## src/rtl/iq_sample_pacer_if.sv

```systemverilog
// ---------------------------------------------------------------------------
// iq_sample_pacer_if
// Read-side port of the IQ FIFO as seen by the sample pacer.
//   fifo_rd        : read strobe, one byte per asserted cycle (pacer -> FIFO)
//   fifo_data_out  : read data, valid the cycle after fifo_rd (FIFO -> pacer)
//   fifo_level     : number of bytes currently held (FIFO -> pacer)
// The master modport is the pacer (the reader); the slave modport is the FIFO.
// ---------------------------------------------------------------------------
interface iq_sample_pacer_if #(
  parameter int LVL_W = 12
);

  logic             fifo_rd;
  logic [7:0]       fifo_data_out;
  logic [LVL_W-1:0] fifo_level;

  modport master (
    output fifo_rd,
    input  fifo_data_out,
    input  fifo_level
  );

  modport slave (
    input  fifo_rd,
    output fifo_data_out,
    output fifo_level
  );

endinterface

```

## src/rtl/iq_sample_pacer.sv

```systemverilog
// ---------------------------------------------------------------------------
// iq_sample_pacer
// Read-side scheduler of the IQ FIFO. Waits for the FIFO to reach a start
// threshold, prefetches whole I/Q byte pairs into a one-pair stage, and
// presents one signed I/Q pair to the modulator on every tick of a
// programmable divider. A tick that finds no staged pair emits zeros and is
// counted as an underrun.
//
// Ports:
//   clk, rst       : system clock, synchronous active-high reset
//   enable         : run request from the configuration logic
//   rate_div       : tick period minus 1 in clk cycles (clamped to MIN_DIV-1)
//   start_thresh   : FIFO byte level required before the first fetch
//   fifo           : FIFO read port (master modport of iq_sample_pacer_if)
//   i_out, q_out   : current signed I and Q samples
//   iq_valid       : one-cycle pulse on every tick
//   running        : high while fetching or pacing
//   underrun       : sticky flag, a tick found no staged pair
//   underrun_clr   : clears underrun and underrun_cnt (wins over a new underrun)
//   underrun_cnt   : saturating count of underrun ticks
// ---------------------------------------------------------------------------
module iq_sample_pacer #(
  parameter int MIN_DIV = 4,
  parameter int LVL_W   = 12
) (
  input  logic              clk,
  input  logic              rst,
  input  logic              enable,
  input  logic [15:0]       rate_div,
  input  logic [LVL_W-1:0]  start_thresh,
  iq_sample_pacer_if.master fifo,
  output logic [7:0]        i_out,
  output logic [7:0]        q_out,
  output logic              iq_valid,
  output logic              running,
  output logic              underrun,
  input  logic              underrun_clr,
  output logic [7:0]        underrun_cnt
);

  typedef enum logic [2:0] {
    S_IDLE,
    S_PRIME,
    S_FETCH_I,
    S_FETCH_Q,
    S_LAT_Q,
    S_RUN
  } state_t;

  localparam logic [15:0] DIV_FLOOR = 16'(MIN_DIV - 1);

  state_t      state_q;
  logic [15:0] count_q;
  logic [15:0] count_d;
  logic [7:0]  stageI_q;
  logic [7:0]  stageQ_q;
  logic        staged_q;
  logic        fifoRd_q;
  logic [7:0]  iOut_q;
  logic [7:0]  qOut_q;
  logic        iqValid_q;
  logic        running_q;
  logic        underrun_q;
  logic [7:0]  underrunCnt_q;

  logic [15:0] divEff;
  logic        tickHit;
  logic        pairAvail;
  logic        primeOk;
  logic        stagedAfter;

  // Divider and fetch-decision helpers. The divisor is clamped so that a
  // complete two-byte fetch always fits between two ticks. stagedAfter is
  // the value the stage will hold after this cycle: looking through a tick
  // that consumes the pair lets the refetch start immediately, which keeps
  // the tick-to-restaged latency at four cycles.
  always_comb begin
    divEff      = (rate_div < DIV_FLOOR) ? DIV_FLOOR : rate_div;
    tickHit     = running_q && (count_q == divEff);
    count_d     = tickHit ? 16'd0 : count_q + 16'd1;
    pairAvail   = (fifo.fifo_level >= LVL_W'(2));
    primeOk     = pairAvail && (fifo.fifo_level >= start_thresh);
    stagedAfter = staged_q && !tickHit;
  end

  // Single state machine with all outputs registered. The tick handling
  // comes first and the state case after it, so that a pair latched in
  // S_LAT_Q on a tick cycle stays staged for the following tick instead of
  // being dropped. The underrun clear is placed after the tick handling so
  // it wins over a simultaneous underrun. Reset abandons any fetch in flight
  // and drops the read strobe on the next cycle.
  always_ff @(posedge clk) begin
    if (rst) begin
      state_q       <= S_IDLE;
      count_q       <= 16'd0;
      stageI_q      <= 8'd0;
      stageQ_q      <= 8'd0;
      staged_q      <= 1'b0;
      fifoRd_q      <= 1'b0;
      iOut_q        <= 8'd0;
      qOut_q        <= 8'd0;
      iqValid_q     <= 1'b0;
      running_q     <= 1'b0;
      underrun_q    <= 1'b0;
      underrunCnt_q <= 8'd0;
    end else begin
      fifoRd_q  <= 1'b0;
      iqValid_q <= 1'b0;

      if (running_q) begin
        count_q <= count_d;
      end

      if (tickHit) begin
        iqValid_q <= 1'b1;
        if (staged_q) begin
          iOut_q   <= stageI_q;
          qOut_q   <= stageQ_q;
          staged_q <= 1'b0;
        end else begin
          iOut_q     <= 8'd0;
          qOut_q     <= 8'd0;
          underrun_q <= 1'b1;
          if (underrunCnt_q != 8'hFF) begin
            underrunCnt_q <= underrunCnt_q + 8'd1;
          end
        end
      end

      if (underrun_clr) begin
        underrun_q    <= 1'b0;
        underrunCnt_q <= 8'd0;
      end

      case (state_q)
        S_IDLE: begin
          if (enable) begin
            state_q <= S_PRIME;
            count_q <= 16'd0;
          end
        end
        S_PRIME: begin
          if (!enable) begin
            state_q <= S_IDLE;
          end else if (primeOk) begin
            state_q   <= S_FETCH_I;
            fifoRd_q  <= 1'b1;
            running_q <= 1'b1;
          end
        end
        S_FETCH_I: begin
          state_q  <= S_FETCH_Q;
          fifoRd_q <= 1'b1;
        end
        S_FETCH_Q: begin
          stageI_q <= fifo.fifo_data_out;
          state_q  <= S_LAT_Q;
        end
        S_LAT_Q: begin
          stageQ_q <= fifo.fifo_data_out;
          staged_q <= 1'b1;
          state_q  <= S_RUN;
        end
        S_RUN: begin
          if (!enable) begin
            state_q   <= S_IDLE;
            running_q <= 1'b0;
          end else if (!stagedAfter && pairAvail) begin
            state_q  <= S_FETCH_I;
            fifoRd_q <= 1'b1;
          end
        end
        default: begin
          state_q   <= S_IDLE;
          running_q <= 1'b0;
        end
      endcase
    end
  end

  assign fifo.fifo_rd = fifoRd_q;
  assign i_out        = iOut_q;
  assign q_out        = qOut_q;
  assign iq_valid     = iqValid_q;
  assign running      = running_q;
  assign underrun     = underrun_q;
  assign underrun_cnt = underrunCnt_q;

endmodule

```

## src/flat_wrapper.sv

```systemverilog
// flat-port wrapper written by rule: the top's interface ports become plain ports
module iq_sample_pacer_flat 
#(
  parameter int MIN_DIV = 4,
  parameter int LVL_W   = 12
)
  (clk, rst, enable, rate_div, start_thresh, i_out, q_out, iq_valid, running, underrun, underrun_clr, underrun_cnt, fifo_fifo_rd, fifo_fifo_data_out, fifo_fifo_level);
  iq_sample_pacer_if #(.LVL_W(LVL_W)) fifo_i ();
  input  logic clk;
  input  logic rst;
  input  logic enable;
  input  logic [15:0] rate_div;
  input  logic [LVL_W-1:0] start_thresh;
  output logic [7:0] i_out;
  output logic [7:0] q_out;
  output logic iq_valid;
  output logic running;
  output logic underrun;
  input  logic underrun_clr;
  output logic [7:0] underrun_cnt;
  output wire logic [$bits(fifo_i.fifo_rd)-1:0] fifo_fifo_rd;
  input wire logic [$bits(fifo_i.fifo_data_out)-1:0] fifo_fifo_data_out;
  input wire logic [$bits(fifo_i.fifo_level)-1:0] fifo_fifo_level;
  assign fifo_fifo_rd = fifo_i.fifo_rd;
  assign fifo_i.fifo_data_out = fifo_fifo_data_out;
  assign fifo_i.fifo_level = fifo_fifo_level;
  iq_sample_pacer #(.MIN_DIV(MIN_DIV), .LVL_W(LVL_W)) u_core (.clk(clk), .rst(rst), .enable(enable), .rate_div(rate_div), .start_thresh(start_thresh), .fifo(fifo_i), .i_out(i_out), .q_out(q_out), .iq_valid(iq_valid), .running(running), .underrun(underrun), .underrun_clr(underrun_clr), .underrun_cnt(underrun_cnt));
endmodule
```

## config.mk

```make
export PLATFORM = sky130hd
export DESIGN_NAME = iq_sample_pacer_flat
export DESIGN_NICKNAME = d
export VERILOG_FILES = /design/src/rtl/iq_sample_pacer_if.sv /design/src/rtl/iq_sample_pacer.sv /design/src/flat_wrapper.sv
export SDC_FILE = /design/constraint.sdc
export NUM_CORES = 1
export LEC_CHECK = 0
export CAP_MARGIN = 20
export CELL_PAD_IN_SITES_DETAIL_PLACEMENT = 0
export CELL_PAD_IN_SITES_GLOBAL_PLACEMENT = 1
export CORE_MARGIN = 5
export CORE_UTILIZATION = 33
export DETAILED_ROUTE_END_ITERATION = 16
export HOLD_SLACK_MARGIN = 0.06
export MAX_ROUTING_LAYER = met4
export PLACE_DENSITY_LB_ADDON = 0.1
export SYNTH_ARGS = -nofsm -noshare
export SYNTH_HDL_FRONTEND = slang
export SYNTH_SLANG_ARGS = --single-unit
export TNS_END_PERCENT = 50
```

## constraint.sdc

```tcl
create_clock -name clk -period 1.9 [get_ports clk]
set_input_delay 0.19 -clock clk [delete_from_list [all_inputs] [get_ports clk]]
set_output_delay 0.19 -clock clk [all_outputs]
set_load 0.01 [all_outputs]
```

==> load_flow_metrics.sql, run 1 <==
INSERT INTO impl_metrics (metric_group, metric, value, unit) VALUES
('status', 'run_status', 'finished, final reports clean', ''),
('logic_synthesis', 'ys_seq_area_share', '39.1', '%'),
('logic_synthesis', 'synth.lib_cells_used.distinct', '50', ''),
('drt', 'drt_iter0_drc', '137', ''),
('clocking', 'cts_hold_buf', '0', ''),
('sta', 'maxClockFrequency', '527', 'MHz'),
('sta', 'hold_viol', '0', ''),
('sta', 'clock-skew-final', '0.0120', 'ns'),
('logic_synthesis', 'syn-num-nets', '467', ''),
('logic_synthesis', 'list_of_most_frequent_post_synthesis_cells', '64 x dfxtp_1, 55 x nand2_1, 40 x nor2_1', ''),
('job', 'cap_viol_max_count', '0', ''),
('logic_synthesis', 'post_synth.cell_area_avg', '8.17', 'um^2'),
('setup_path', 'critPathLaunchType', 'input port', ''),
('clocking', 'ctsHtreeMaxLevel', '3', ''),
('clocking', 'cts_root_buffer', 'clkbuf_8', ''),
('placement', 'number_of_buffer_cells_added_on_primary_ports', '79', ''),
('drt', 'detail_route.first_pass.iterations', '5', ''),
('grt', 'vias_in_the_first_global_route', '3069', ''),
('clocking', 'clock_tree_from_tritoncts', 'done', ''),
('drt', 'vias', '3215', ''),
('placement', 'numPlacedInstances', '639', ''),
('setup_path', 'ff2ff_path_depth', '7', ''),
('power_and_ir_drop', 'power.sequential.fraction', '44.3', '%'),
('worst_hold_path', 'timing.hold.worst.class', 'input port to flip-flop', ''),
('logic_synthesis', 'yosysMostFrequentCell', 'dfxtp_1', ''),
('power_and_ir_drop', 'ir_worst_vdd', '0.000308', 'V'),
('drt', 'route.final.wire_length', '9340', 'um'),
('sta', 'rsz0062_at_grt', 'yes', ''),
('floorplan', 'die_w', '110', 'um'),
('logic_synthesis', 'synth_largest_type_area_fraction', '39.1', '%'),
('sta', 'period_needed', '1.90', 'ns'),
('floorplan', 'placement_rows', '36', ''),
('logic_synthesis', 'yosys_most_used_dff', 'dfxtp_1', ''),
('layout', 'area_growth_syn_to_layout', '58.6', '%'),
('power_and_ir_drop', 'internal_power', '2.30', 'mW'),
('placement', 'place_hpwl', '6540', 'um'),
('clocking', 'clkLatencyLatePin', '0.34', 'ns'),
('logic_synthesis', 'yosys.area_share.simple', '27.0', '%'),
('sta', 'tns', '0', 'ns'),
('layout', 'final_non_filler_cell_total', '668', ''),
('sta', 'fin_crit_sh', '99.8', '%'),
('drt', 'ant_nets', '0', ''),
('floorplan', 'io_pins', '80', ''),
('sta', 'slew_headroom', '66.5', '%'),
('layout', 'final_net_count', '596', ''),
('floorplan', 'die_y', '110', 'um'),
('worst_hold_path', 'min-delay-start', 'fifo_fifo_data_out[0]', ''),
('setup_path', 'r2r_slack', '0.01', 'ns'),
('logic_synthesis', 'postSynthRegisterBits', '64', ''),
('power_and_ir_drop', 'switching_share', '24.5', '%'),
('logic_synthesis', 'post_synth_edffs', '0', ''),
('sta', 'finalSetupViolations', '0', ''),
('logic_synthesis', 'yosys_warnings', '0', ''),
('floorplan', 'floorplan.die_area', '0.0120', 'mm^2'),
('grt', 'maximum_number_of_pins_on_one_net_before_global_route_repair', '42', ''),
('clocking', 'tritoncts.num_buffers', '9', ''),
('power_and_ir_drop', 'p_per_area', '587', 'mW/mm^2'),
('power_and_ir_drop', 'tot_pwr', '3.05', 'mW'),
('worst_hold_path', 'worstHoldEndpoint', 'u_core.stageQ_q[0]', ''),
('setup_path', 'worstReg2RegEnd', 'u_core.underrun_cnt[5]', ''),
('setup_path', 'slowest_delay', '0.51', 'ns'),
('logic_synthesis', 'syn_std_cell_area', '0.00327', 'mm^2'),
('sta', 'drv_slew', '0', ''),
('clocking', 'clk_pin_slew_worst_paths', '0.08', 'ns'),
('logic_synthesis', 'post_synth_mux_area_share', '3.06', '%'),
('setup_path', 'crit_path_frequent_cell', 'a31oi_4', ''),
('setup_path', 'worstSetupPathType', 'input port to flip-flop', ''),
('logic_synthesis', 'synthXorXnorAreaFrac', '7.76', '%'),
('placement', 'routabilityCongestion', '0.823', ''),
('setup_path', 'cell_by_cell_trace_of_the_critical_path', 'clkdlybuf4s50_1, inv_1, ha_4, nand3_1, or4_4, a31oi_4, a31oi_4, nor4b_4', ''),
('layout', 'antenna-diode-count', '0', '');
==> final cells by class <==
type,count,area (um^2)
Timing Repair Buffer,135,1250
Clock buffer,9,124
Clock inverter,7,95.1
Inverter,20,75.1
Tap cell,133,166
Sequential cell,64,1290
Fill cell,914,4540
Multi-Input combinational cell,300,2190
==> stage by stage <==
step | area, um^2 | worst slack, ns
floorplan | 3320 | 0.0216
global placement | 4550 | -0.519
detailed placement | 4550 | -0.557
CTS | 5020 | -0.0183
global route | 5190 | -0.0857
finish | 5190 | 0.00353
==> per-layer routing <==
layer	global-route usage [%]	vias up	routed length (um)
met5	-	-	0
met4	4.81	0	88
met3	3.41	6	320
met2	26.6	58	4590
met1	21.1	1494	4340
li1	-	1657	-
==> logic make-up after synthesis <==
kind of cell	after synthesis
xor gates and xnor gates	29
AOI/OAI and AO/OA	69
muxes	10
buffers and inverters	38
and+or+nand+nor	177
DFF	64
adders and majority gates	14
==> critical path: cells and delay by family <==
family	cells	cell delay, ns
simple gates	3	0.80
compound gates	2	0.37
fa+ha+maj	1	0.27
buf+inv	2	0.53
==> timing repair <==
item                                    CTS  global route
gates resized for setup                  51            29
setup buffers                             7             5
endpoints found under the setup margin   39            29
cloned                                    1             0
pin swaps                                17            19
==> cell usage in the layout, fill, tap and decap left out, types with 3 or more instances in the layout <==
cell type	n
dfxtp_1	58
clkdlybuf4s50_1	56
nand2_1	54
buf_4	53
nor2_1	39
a21oi_1	33
nand3_1	26
xor2_1	18
dlygate4sd2_1	15
inv_1	14
mux2i_1	10
xnor2_1	9
clkbuf_8	9
ha_4	8
dlymetal6s2s_1	8
nor4_1	7
inv_2	6
nand4_1	6
o21ai_0	6
ha_1	6
dfxtp_2	6
nor4_2	4
a21oi_2	4
nor3_1	4
nor2b_1	4
nand2b_1	3
nor4b_4	3
o21a_1	3
a21o_1	3
buf_12	3
==> power groups by stage <==
stage | Combinational, mW | Sequential (mW) | Clock [mW]
6_report | 0.386 | 1.35 | 1.31
5_1_grt | 0.422 | 1.35 | 1.42
4_1_cts | 0.378 | 1.35 | 1.36
3_5_place_dp | 0.327 | 1.38 | 0
3_3_place_gp | 0.324 | 1.38 | 0
2_1_floorplan | 0.128 | 1.38 | 0
==> how the worst max path moves through the flow <==
stage	from	end	cells after the start
after floorplan	u_core.underrun_cnt[0]	u_core.underrun_cnt[5]	7
after global placement	fifo_fifo_level[0]	u_core.state_q[0]	9
after detailed placement	fifo_fifo_level[0]	u_core.state_q[0]	9
after CTS	u_core.count_q[0]	u_core.fifo.fifo_rd	7
after global routing	u_core.count_q[0]	u_core.i_out[7]	8
final	start_thresh[9]	u_core.fifo.fifo_rd	8
==> sequential cells by signal, summed over array words and instances (netlist names) <==
signal and count:
u_core.count_q 16, u_core.i_out 8, u_core.q_out 8, u_core.stageI_q 8
u_core.stageQ_q 8, u_core.underrun_cnt 8, u_core.state_q 3, u_core.fifo.fifo_rd 1
u_core.iq_valid 1, u_core.running 1, u_core.staged_q 1, u_core.underrun 1
Power figures use the tool's default switching activity.
==> run 2: changes to the inputs <==
--- a/config.mk
+++ b/config.mk
@@ -9,11 +9,11 @@
 export CELL_PAD_IN_SITES_DETAIL_PLACEMENT = 0
 export CELL_PAD_IN_SITES_GLOBAL_PLACEMENT = 1
 export CORE_MARGIN = 5
-export CORE_UTILIZATION = 33
+export CORE_UTILIZATION = 39
 export DETAILED_ROUTE_END_ITERATION = 16
 export HOLD_SLACK_MARGIN = 0.06
 export MAX_ROUTING_LAYER = met4
-export PLACE_DENSITY_LB_ADDON = 0.1
+export PLACE_DENSITY = 0.91
 export SYNTH_ARGS = -nofsm -noshare
 export SYNTH_HDL_FRONTEND = slang
 export SYNTH_SLANG_ARGS = --single-unit
==> constraint.sdc (replaced) <==
create_clock -name clk -period 2.3 [get_ports clk]
set_input_delay 0.23 -clock clk [delete_from_list [all_inputs] [get_ports clk]]
set_output_delay 0.23 -clock clk [all_outputs]
set_load 0.01 [all_outputs]
==> run 2 against run 1 <==
Net effect:
- worst hold slack improved by 0.013 ns
- final area is 14% lower
- global-route usage decreased by 0.43 points
- routed wire length fell by 14%
- non-clock buffer count decreased by 37
- register-to-register slack improved by 0.19 ns
- power shrank 24%
- clock skew decreased by 0.0021 ns
- utilization up 1.2 points
- critical path type unchanged
- largest cell class unchanged
==> load_flow_metrics.sql, run 2 (synthesis gave the netlist of run 1 again) <==
INSERT INTO impl_metrics (metric_group, metric, value, unit) VALUES
('placement', 'number_of_buffer_cells_added_on_primary_ports', '79', ''),
('power_and_ir_drop', 'internal_power', '1.78', 'mW'),
('grt', 'grt_first_pass_wirelength', '13300', 'um'),
('placement', 'routabilityCongestion', '0.813', ''),
('status', 'run_status', 'finished, final reports clean', ''),
('layout', 'largest_register', 'u_core.count_q', ''),
('layout', 'final_non_filler_cell_total', '601', ''),
('setup_path', 'worstSetupPathType', 'input port to flip-flop', ''),
('layout', 'num-fill-cells', '776', ''),
('grt', 'track_usage', '16.1', '%'),
('floorplan', 'die_y', '102', 'um'),
('setup_path', 'cp_data_arrival_time', '2.42', 'ns'),
('power_and_ir_drop', 'p_leak', '1.67', 'nW'),
('floorplan', 'floorplan.die_area', '0.0103', 'mm^2'),
('clocking', 'maximum_buffer_depth_of_the_clock_tree', '2', ''),
('grt', 'maximum_number_of_pins_on_one_net_before_global_route_repair', '42', ''),
('grt', 'vias_in_the_first_global_route', '2995', ''),
('clocking', 'cts.sink_count', '64', ''),
('floorplan', 'core_area', '0.00822', 'mm^2'),
('setup_path', 'worstPathMaxFanout', '2', ''),
('sta', 'maxClockFrequency', '459', 'MHz'),
('setup_path', 'crit_buf_inv', '2', ''),
('drt', 'wl_met3', '438', 'um'),
('power_and_ir_drop', 'power.share.combinational', '10.7', '%'),
('drt', 'wl_per_cell', '13.4', 'um'),
('clocking', 'tritoncts.num_buffers', '9', ''),
('power_and_ir_drop', 'ir_worst_vdd', '0.000378', 'V'),
('drt', 'avgViaCountPerCell', '5.16', ''),
('clocking', 'clkLatencyLatePin', '0.33', 'ns'),
('power_and_ir_drop', 'p_per_area', '516', 'mW/mm^2'),
('grt', 'grt_antenna_before_repair', '0', ''),
('setup_path', 'critical_path.slowest_cell', 'clkdlybuf4s50_1', ''),
('drt', 'route.detailed.drc', '0', ''),
('setup_path', 'critPathRequiredTime', '2.54', 'ns'),
('sta', 'tns', '0', 'ns'),
('sta', 'slew_headroom', '57.3', '%'),
('setup_path', 'critPathLaunchType', 'input port', ''),
('layout', 'post_route_cells_drive_above_1_share', '8.87', '%'),
('placement', 'place_hpwl', '6140', 'um'),
('sta', 'drv_slew', '0', ''),
('power_and_ir_drop', 'switching_share', '23.3', '%'),
('placement', 'numPlacedInstances', '586', ''),
('floorplan', 'initial_utilization', '39.9', '%'),
('setup_path', 'worst_path_dominant_cell_family', 'compound AO/OA/AOI/OAI gates', ''),
('sta', 'period_needed', '2.18', 'ns'),
('clocking', 'clock_tree_from_tritoncts', 'done', ''),
('setup_path', 'worstSetupEndpointType', 'flip-flop', ''),
('setup_path', 'r2r_slack', '0.20', 'ns'),
('drt', 'top_layer_used', 'met4', ''),
('drt', 'route.final.wire_length', '8080', 'um'),
('floorplan', 'io_pins', '80', ''),
('worst_hold_path', 'timing.hold.worst.class', 'flip-flop to flip-flop', ''),
('clocking', 'cts_root_buffer', 'clkbuf_8', ''),
('drt', 'vias', '3099', ''),
('clocking', 'cts_hold_buf', '0', ''),
('layout', 'layout_commonest_cell', 'clkdlybuf4s50_1', ''),
('setup_path', 'slowest_delay', '0.47', 'ns'),
('layout', 'largest_register_ffs', '16', ''),
('drt', 'met1_length', '3740', 'um'),
('layout', 'area_growth_syn_to_layout', '37.0', '%'),
('sta', 'hold_viol', '0', ''),
('drt', 'ant_nets', '0', ''),
('sta', 'clock-skew-final', '0.00986', 'ns'),
('job', 'cap_viol_max_count', '0', ''),
('grt', 'grt_remaining_overflow', '0', ''),
('power_and_ir_drop', 'power.sequential.fraction', '48.2', '%'),
('clocking', 'ctsHtreeMaxLevel', '3', ''),
('layout', 'antenna-diode-count', '0', ''),
('drt', 'drt_iter0_drc', '101', ''),
('sta', 'fin_crit_sh', '94.7', '%'),
('power_and_ir_drop', 'clock_power_share', '41.0', '%'),
('layout', 'final_net_count', '558', ''),
('clocking', 'clk_pin_slew_worst_paths', '0.07', 'ns'),
('sta', 'rsz0062_at_grt', 'yes', ''),
('layout', 'final_cell_mix', '79 x clkdlybuf4s50_1, 64 x dfxtp_1, 55 x nand2_1, 40 x nor2_1, 37 x a21oi_1', ''),
('setup_path', 'cell_by_cell_trace_of_the_critical_path', 'clkdlybuf4s50_1, inv_1, ha_1, nand2b_1, a2111oi_2, or4_1, a41oi_1, or3_1, a311oi_1', ''),
('drt', 'met2RoutedLength', '3870', 'um'),
('floorplan', 'die_w', '102', 'um'),
('power_and_ir_drop', 'switching_power', '0.539', 'mW'),
('drt', 'detail_route.first_pass.iterations', '5', ''),
('sta', 'finalSetupViolations', '0', ''),
('floorplan', 'placement_rows', '33', ''),
('sta', 'worst_pin_slew', '0.638', 'ns');
-- run 2: final timing paths --
check | start | endpoint | cells after the start
worst max register to register | u_core.count_q[1] | u_core.fifo.fifo_rd | 6
worst min-delay path | u_core.q_out[1] | u_core.q_out[1] | 2
worst min register to register | u_core.q_out[1] | u_core.q_out[1] | 2
worst max-delay path | fifo_fifo_level[0] | u_core.state_q[0] | 9
-- run 2: worst min-delay path: stages, from the launching register on --
cell     delay [ns]
dfxtp_1        0.31
nand2_1        0.05
a21oi_1        0.05
-- run 2: routing by layer --
layer  GRT usage [%]  vias to the layer above
met5               -                        -
met4            2.76                        0
met3            4.27                        5
met2            26.3                       77
met1            20.3                     1437
li1                -                     1580
-- run 2: what timing repair did --
action / CTS / global route
setup buffers: 0 / 0
endpoints found under the setup margin: 0 / 2
endpoints found under the hold margin: 0 / 0
resized for setup: 0 / 2
-- run 2: power by group through the flow --
stage                     combinational (mW)  sequential (mW)  clock, mW
after floorplan                        0.102             1.14          0
after CTS                              0.246             1.12      0.973
final                                  0.248             1.12      0.950
after global placement                 0.241             1.14          0
after detailed placement               0.245             1.14          0
after global routing                   0.271             1.12       1.02
-- run 2: area by class of cell --
type / count / area [um^2] / share of cell area [%]
clock buffers: 10 / 138 / 3.07
clock inverters: 5 / 57.6 / 1.28
repair buffers: 98 / 958 / 21.4
multi-input cells: 299 / 1840 / 41.1
flip-flops and latches: 64 / 1280 / 28.6
well taps: 105 / 131 / 2.93
inverters: 20 / 75.1 / 1.67
-- run 2: through the flow --
| step | instance area, um^2 | setup WS, ns | util (%) | hold slack, ns | total power [mW] |
|---|---|---|---|---|---|
| after floorplan | 3270 | 0.304 | - | 0.366 | 1.24 |
| after global placement | 4280 | -0.157 | 52.1 | 0.442 | 1.38 |
| after detailed placement | 4280 | -0.319 | 52.1 | 0.444 | 1.39 |
| after CTS | 4480 | 0.0336 | 54.5 | 0.458 | 2.34 |
| after global routing | 4480 | -0.0197 | 54.6 | 0.480 | 2.40 |
| final | 4480 | 0.121 | 54.6 | 0.455 | 2.31 |
